$ cat src/rtl/data_multiplexer.sv
// Packet-granular round-robin merge of NUM_STREAMS ndata streams onto one output,
// emitting one source-index token per granted packet for the downstream demultiplexer.
module data_multiplexer #(
    parameter int NUM_STREAMS  = 4,
    parameter int ELEM_W       = 8,
    parameter int NUM_ELEMENTS = 2,
    parameter int SEL_W        = (NUM_STREAMS > 1) ? $clog2(NUM_STREAMS) : 1,
    parameter int DATA_W       = ELEM_W * NUM_ELEMENTS
) (
    input  logic                              clk,
    input  logic                              rst,
    input  logic [NUM_STREAMS*DATA_W-1:0]       in_data,
    input  logic [NUM_STREAMS*NUM_ELEMENTS-1:0] in_keep,
    input  logic [NUM_STREAMS-1:0]              in_last,
    input  logic [NUM_STREAMS-1:0]              in_valid,
    output logic [NUM_STREAMS-1:0]              in_ready,
    output logic [DATA_W-1:0]                   out_data,
    output logic [NUM_ELEMENTS-1:0]             out_keep,
    output logic                                out_last,
    output logic                                out_valid,
    input  logic                                out_ready,
    output logic [SEL_W-1:0]                    select_data,
    output logic                                select_valid,
    input  logic                                select_ready,
    output logic                                dbg_locked
);
    // Handshakes: a beat or token moves on a rising edge where valid && ready are both high.

    typedef enum logic {IDLE, LOCKED} state_t;

    localparam logic [SEL_W:0]   N_EXT    = (SEL_W+1)'(NUM_STREAMS);
    localparam logic [SEL_W-1:0] LAST_IDX = SEL_W'(NUM_STREAMS - 1);

    state_t           state_q, state_d;
    logic [SEL_W-1:0] grant_q, grant_d;
    logic [SEL_W-1:0] rr_ptr_q, rr_ptr_d;
    logic             sel_pending_q, sel_pending_d;
    logic [SEL_W-1:0] winner;
    logic [SEL_W-1:0] cand;
    logic [SEL_W:0]   sum;
    logic             any_valid;
    logic             locked;

    assign locked       = (state_q == LOCKED);
    assign dbg_locked   = locked;
    assign select_valid = sel_pending_q;
    assign select_data  = grant_q;

    // Scan downward so the candidate closest to rr_ptr is the last one written.
    always_comb begin
        winner    = '0;
        any_valid = 1'b0;
        sum       = '0;
        cand      = '0;
        for (int k = NUM_STREAMS - 1; k >= 0; k--) begin
            sum = {1'b0, rr_ptr_q} + (SEL_W+1)'(k);
            if (sum >= N_EXT) begin
                sum = sum - N_EXT;
            end
            cand = sum[SEL_W-1:0];
            if (in_valid[cand]) begin
                winner    = cand;
                any_valid = 1'b1;
            end
        end
    end

    always_comb begin
        out_data  = '0;
        out_keep  = '0;
        out_last  = 1'b0;
        out_valid = 1'b0;
        in_ready  = '0;
        for (int i = 0; i < NUM_STREAMS; i++) begin
            if (locked && (grant_q == SEL_W'(i))) begin
                out_data    = in_data[i*DATA_W +: DATA_W];
                out_keep    = in_keep[i*NUM_ELEMENTS +: NUM_ELEMENTS];
                out_last    = in_last[i];
                out_valid   = in_valid[i];
                in_ready[i] = out_ready;
            end
        end
    end

    // A grant is only possible with no token outstanding, so it never collides with a token handshake.
    always_comb begin
        state_d       = state_q;
        grant_d       = grant_q;
        rr_ptr_d      = rr_ptr_q;
        sel_pending_d = sel_pending_q;
        if (sel_pending_q && select_ready) begin
            sel_pending_d = 1'b0;
        end
        case (state_q)
            IDLE: begin
                if (!sel_pending_q && any_valid) begin
                    grant_d       = winner;
                    sel_pending_d = 1'b1;
                    state_d       = LOCKED;
                end
            end
            LOCKED: begin
                if (out_valid && out_ready && out_last) begin
                    state_d  = IDLE;
                    rr_ptr_d = (grant_q == LAST_IDX) ? '0 : grant_q + SEL_W'(1);
                end
            end
            default: state_d = IDLE;
        endcase
    end

    always_ff @(posedge clk) begin
        if (rst) begin
            state_q       <= IDLE;
            grant_q       <= '0;
            rr_ptr_q      <= '0;
            sel_pending_q <= 1'b0;
        end else begin
            state_q       <= state_d;
            grant_q       <= grant_d;
            rr_ptr_q      <= rr_ptr_d;
            sel_pending_q <= sel_pending_d;
        end
    end

endmodule

$ cat config.mk
export PLATFORM = sky130hd
export DESIGN_NAME = data_multiplexer
export DESIGN_NICKNAME = d
export VERILOG_FILES = /design/src/rtl/data_multiplexer.sv
export SDC_FILE = /design/constraint.sdc
export NUM_CORES = 1
export LEC_CHECK = 0
export CAP_MARGIN = 25
export CORE_MARGIN = 2
export CORE_UTILIZATION = 28
export DETAILED_ROUTE_END_ITERATION = 10
export PLACE_DENSITY = 0.81
export SYNTH_ARGS = -nofsm -noshare
export SYNTH_HDL_FRONTEND = slang
export SYNTH_SLANG_ARGS = --single-unit
$ cat constraint.sdc
create_clock -name clk -period 2.4 [get_ports clk]
set_input_delay 0.72 -clock clk [delete_from_list [all_inputs] [get_ports clk]]
set_output_delay 0.72 -clock clk [all_outputs]
set_load 0.02 [all_outputs]
Word level (Yosys, flattened, before mapping)

Cells that the tools add are included.

Memories kept: 0
Flip-flop bits (word level): 6
Input port bits: 84
Memory bits (read-only): 0
Bits in latches: 0
Word-level logic and storage cells: 83
Memory bits (writable): 0

$add $sub $neg: 8
Bitwise gates (word level): 1
Shift-type cells: 0
Reduce and logical (&&, ||, !) cells: 12
Order comparisons: 8
Equal/unequal tests: 3
Div/mod/pow operators: 0
Mux-type cells: 47
Multiply operators: 0

Operator list:

| cell                  | number |
|---|---|
| $mux W16              | 4 |
| $mux W2               | 13 |
| $mux W1               | 25 |
| $lt A2 B3 Y1 const B  | 4 |
| $ge A3 B3 Y1 const B  | 3 |
| $bmux W1 S2           | 4 |
| $logic_and A1 B1 Y1   | 8 |
| $sub A2 B1 Y2 const B | 4 |
| $add A2 B2 Y3 const B | 2 |
| $eq A2 B2 Y1 const B  | 2 |
| $reduce_and A2 Y1     | 2 |
| $add A2 B1 Y3 const B | 1 |
| $ge A2 B3 Y1 const B  | 1 |
| $add A2 B1 Y2 const B | 1 |
| $eq A2 B1 Y1 const B  | 1 |
| $logic_not A2 Y1      | 1 |
| $pmux W1 S2           | 1 |
| $logic_not A1 Y1      | 1 |
| $not A1 Y1            | 1 |

Longest topological paths before layout

Word-level depth: 12
Gate-level depth with buffers: 7
Gate-level depth less buffers: 6

Worst setup path before layout

Ideal clock, no wire load.

Path type: register to output
Start: register grant_q[0] (netlist: select_data[0])
End: output port out_data[10]
Stages on the path, launching flop included: 7
Arrival: 2.098 ns
Buffers on the path: 2
Slack: -0.418 ns
Cell sequence: dfxtp_1 ha_1 and2_1 clkbuf_2 clkbuf_1 a221oi_1 o31ai_1

Cells in the longest elaborated chain, start to end: 6
Elaborated cells between the ends (all ways): 12
Classes of those cells: eq/ne: 3; mux: 4; reduce/logical: 5

Ends and longest elaborated chain:

| what                   | RTL line | RTL |
|---|---|---|
| from (decl)            | 35       | `logic [SEL_W-1:0] grant_q, grant_d;` |
| from (signal assigned) | 120      | `grant_q <= grant_d;` |
| $logic_not A2 Y1       | 75       | `if (locked && (grant_q == SEL_W'(i))) begin` |
| $logic_and A1 B1 Y1    | 75       |  |
| $mux W16 (3 in a row)  | 75       |  |
| $mux W16 *             | 75       |  |
| to (decl)              | 17       | `output logic [DATA_W-1:0] out_data,` |

Mark *: on every way between the ends. The rest lies on a longest branch, timed or not.

Worst setup path in the final report

Start: register grant_q[1] (netlist: select_data[1])
End: output port out_data[1]

Same word-level chain as after synthesis.

==> summary.md <==
| Metric | Value |
|---|---|
| Cell count of the worst reg-to-reg path | 9 |
| Setup WS post-layout | -0.1645 ns |
| Row cnt | 21 |
| Vias in the first global route | between 1500 and 2000 |
| Highest routed metal layer | met4 |
| Failing checks | setup timing |
| Total power | roughly 1.4 mW |
| HPWL after DPL | around 4000 µm |
| Fin area | around 3100 µm² |
| Placed cell area | ~2600 µm² |
| Post-synthesis sequential area ratio | 0.1176 |
| Routed wl met3 | approximately 760 µm |
| Antenna cell count | 0 |
| Ys flop type | dfxtp_1 |
| Reg power frac | 0.098 |
| Final net count | 379 |
| Core ar. | around 3400 µm² |
| Clock sinks | 6 |
| Largest net degree at the start of global routing | 18 |
| CTS tree | yes |
| Drc violations | 0 |
| Chip height | about 64 µm |
| Post-synth EDFFs | 0 |
| Core Util, Final | 0.9176 |
| Logic pwr share | 0.829 |
| Clk_skew | roughly 0.00084 ns |
| Max Slew Vio Count | 0 |
| Async SR Flop Fraction | 0 |
| Clk slew on worst S/H paths | about 0.05 ns |
| Wl on met1 | 2721 µm |
| Cell count after synthesis | about 150 |
| Pint | ~790 µW |
| Average cell area after synthesis | a little under 7 µm² |
| Hold Crit Class | reg -> reg |
| Maximum buffer depth of the clock tree | 2 |
| Post-synthesis register bit count | 6 |
| Most frequent cells in the layout | 76 x clkdlybuf4s50_1, 26 x buf_4, 23 x nand2_1, 21 x nor2_1, 13 x a221oi_4 |
| Initial antenna violation count | 0 |
| Die area | about 4100 µm² |
| Lkg Pwr | 1.243 nW |
| Area Growth Syn to Fin | 207.0% |
| Commonest non-fill, non-tap cell in the layout | clkdlybuf4s50_1 |
| Area leader, netlist | a221oi_1 |
| Critical-path cell list | inv_4 -> ha_4 -> nand2_4 -> nor2_4 -> buf_12 -> buf_16 -> a221oi_2 -> o31ai_1 -> buf_2 |
| Antenna-violating nets left | 0 |
| Crit. End Element | output pin |
| Synth top area share | 0.1544 |
| Max cap viols | 0 |
| Peak Freq | between 300 and 400 MHz |
| Yosys cell types | 35 |
| First-pass GRT wire length | around 10000 µm |
| Die width | around 64 µm |
| Arrival time at the worst endpoint | roughly 1.8 ns |
| Global route overflow | 0 |
| Clk pwr share | 0.073 |
| Met2 routed WL | between 3000 and 4000 µm |
| Reg-to-reg setup timing slack | roughly 0.15 ns |
| Final Hold Vio Count | 0 |
| H-Tree Depth | 1 |
| Crit path largest cell delay | 0.36 ns |
| DRC violation total after the first TritonRoute iteration | approximately 160 |
| Synth top area cells | a221oi_1 15%, o31ai_1 13%, dfxtp_1 12% |
| Setup crit end | out_data[1] |
| Worst-Margin Slew | approximately 0.33 ns |
| Syn. warnings | 0 |
| Total GRT Usage | 0.3289 |
| Initial core utilization | 0.2989 |
| Final wirelength | roughly 7700 µm |
| Endpoint of the lowest-slack register-to-register path | rr_ptr_q[0] |
| PD cells | about 440 nW/µm² |
| Syn nets | between 200 and 250 |
| CP Max Fanout | 5 |
| Mapped cell area | 1021 µm² |
| Net Sw Frac | 0.4222 |
| CP max stage cell | dfxtp_4 |
| Via count | 1964 |
| Number of CTS-inserted buffers | 3 |
| CTS Root Cell | clkbuf_4 |
| Status | complete, but fails checks |
| Psw | a little under 600 µW |
| Crit path launch | select_data[1] |
| Reg2reg start | select_data[1] |
| Fin crit period | 2.564 ns |
| Via-to-Cell Ratio | around 6 |
| Final period util | 1.069 |
| Critical path class | reg -> out |
| GP Congestion | 0.8606 |
| Final setup vio count | 20 |
| Slew HR | 0.7778 |
| Avg WL per Cell | ~23 µm |
| Port bufs | between 100 and 150 |
| Worst EP required | between 1.5 and 2 ns |
| First-pass iteration count of the detailed router | 4 |
| Clk Latency, worst-skew pair | between 0.2 and 0.3 ns |
| Share of cells above drive strength 1 | 0.4048 |
| Critical path startpoint category | register |
| Maximum vdd ir drop | ~290 µV |
| RSZ-0062 raised after global routing | true |
| I/O pin count | about 110 |
state kept, by name, indices dropped and copies added, names as in the netlist:
register      flops
dbg_locked        1
rr_ptr_q          2
select_data       2
select_valid      1
kinds of logic (layout without fill, tap and decap cells):
group                    count (synthesis)  after routing  synth area share
buffers and inverters                   18            158           0.07474
multiplexers                             2              2           0.02451
adder cells (fa/ha/maj)                  4              4           0.04902
AND/OR/NAND/NOR                         66             66            0.2990
flip-flops                               6              6            0.1177
AO/OA/AOI/OAI                           53             53            0.4351
cell type report:
class	count	area, µm²
clock buffers	3	22.52
fillers	131	281.5
inverters	6	27.53
multi-input cells	125	1313
flip-flops and latches	6	127.6
well taps	46	57.56
repair buffers	149	1587
worst min path at each step:
stage | startpoint | to | slack [ns] | depth (start not counted)
after floorplan | rr_ptr_q[1] | rr_ptr_q[1] | 0.49 | 2
after global placement | select_valid | select_valid | 0.49 | 2
after detailed placement | select_valid | select_valid | 0.49 | 2
after CTS | select_valid | select_valid | 0.51 | 2
after global routing | select_valid | select_valid | 0.54 | 2
final | select_valid | select_valid | 0.50 | 2
cells in the mapped netlist, types with 2 or more instances:
cell	number
inv_1	6
and2_1	4
ha_1	4
dfxtp_1	6
and3_1	4
nor2_1	21
nand2_1	24
nand2b_1	7
o31ai_1	18
clkbuf_1	6
a221oi_1	18
buf_2	3
a21oi_1	5
nor3b_1	2
critical path, delay by kind of cell (launching register included):
| kind | cells | cell delay (ns) |
|---|---|---|
| compound gates | 2 | 0.30 |
| fa+ha+maj | 1 | 0.15 |
| buf+inv | 4 | 0.58 |
| flops | 1 | 0.36 |
| simple gates | 2 | 0.20 |
through the flow:
stage,TNS [ns],worst slack (ns),hold slack (ns),instances
after floorplan,-0.3312,-0.05314,0.4872,149
after global placement,-10.12,-0.6376,0.4853,321
after detailed placement,-10.32,-0.6690,0.4930,321
after CTS,-0.8852,-0.09308,0.5062,334
after global routing,-2.918,-0.2596,0.5435,335
final,-1.884,-0.1645,0.5023,335
power by group through the flow:
stage          logic [mW]  clock network, mW  registers, mW
2_1_floorplan       0.402                  0          0.139
3_3_place_gp        0.846                  0          0.128
3_5_place_dp        0.853                  0          0.129
4_1_cts              1.07              0.100          0.132
5_1_grt              1.18              0.110          0.136
6_report             1.13              0.100          0.133
metal layers:
metal	global-route usage	vias up
li1	-	849
met1	0.3489	920
met2	0.5885	150
met3	0.1004	45
met4	0.1569	0
met5	0	-
timing repair:
action	in CTS	in global routing
gates resized for setup	173	14
hold buffers	0	0
setup endpoints to repair	24	24
setup buffers	6	0
pin swaps	22	12
gates cloned	4	2
Power figures use the tool's default switching activity.
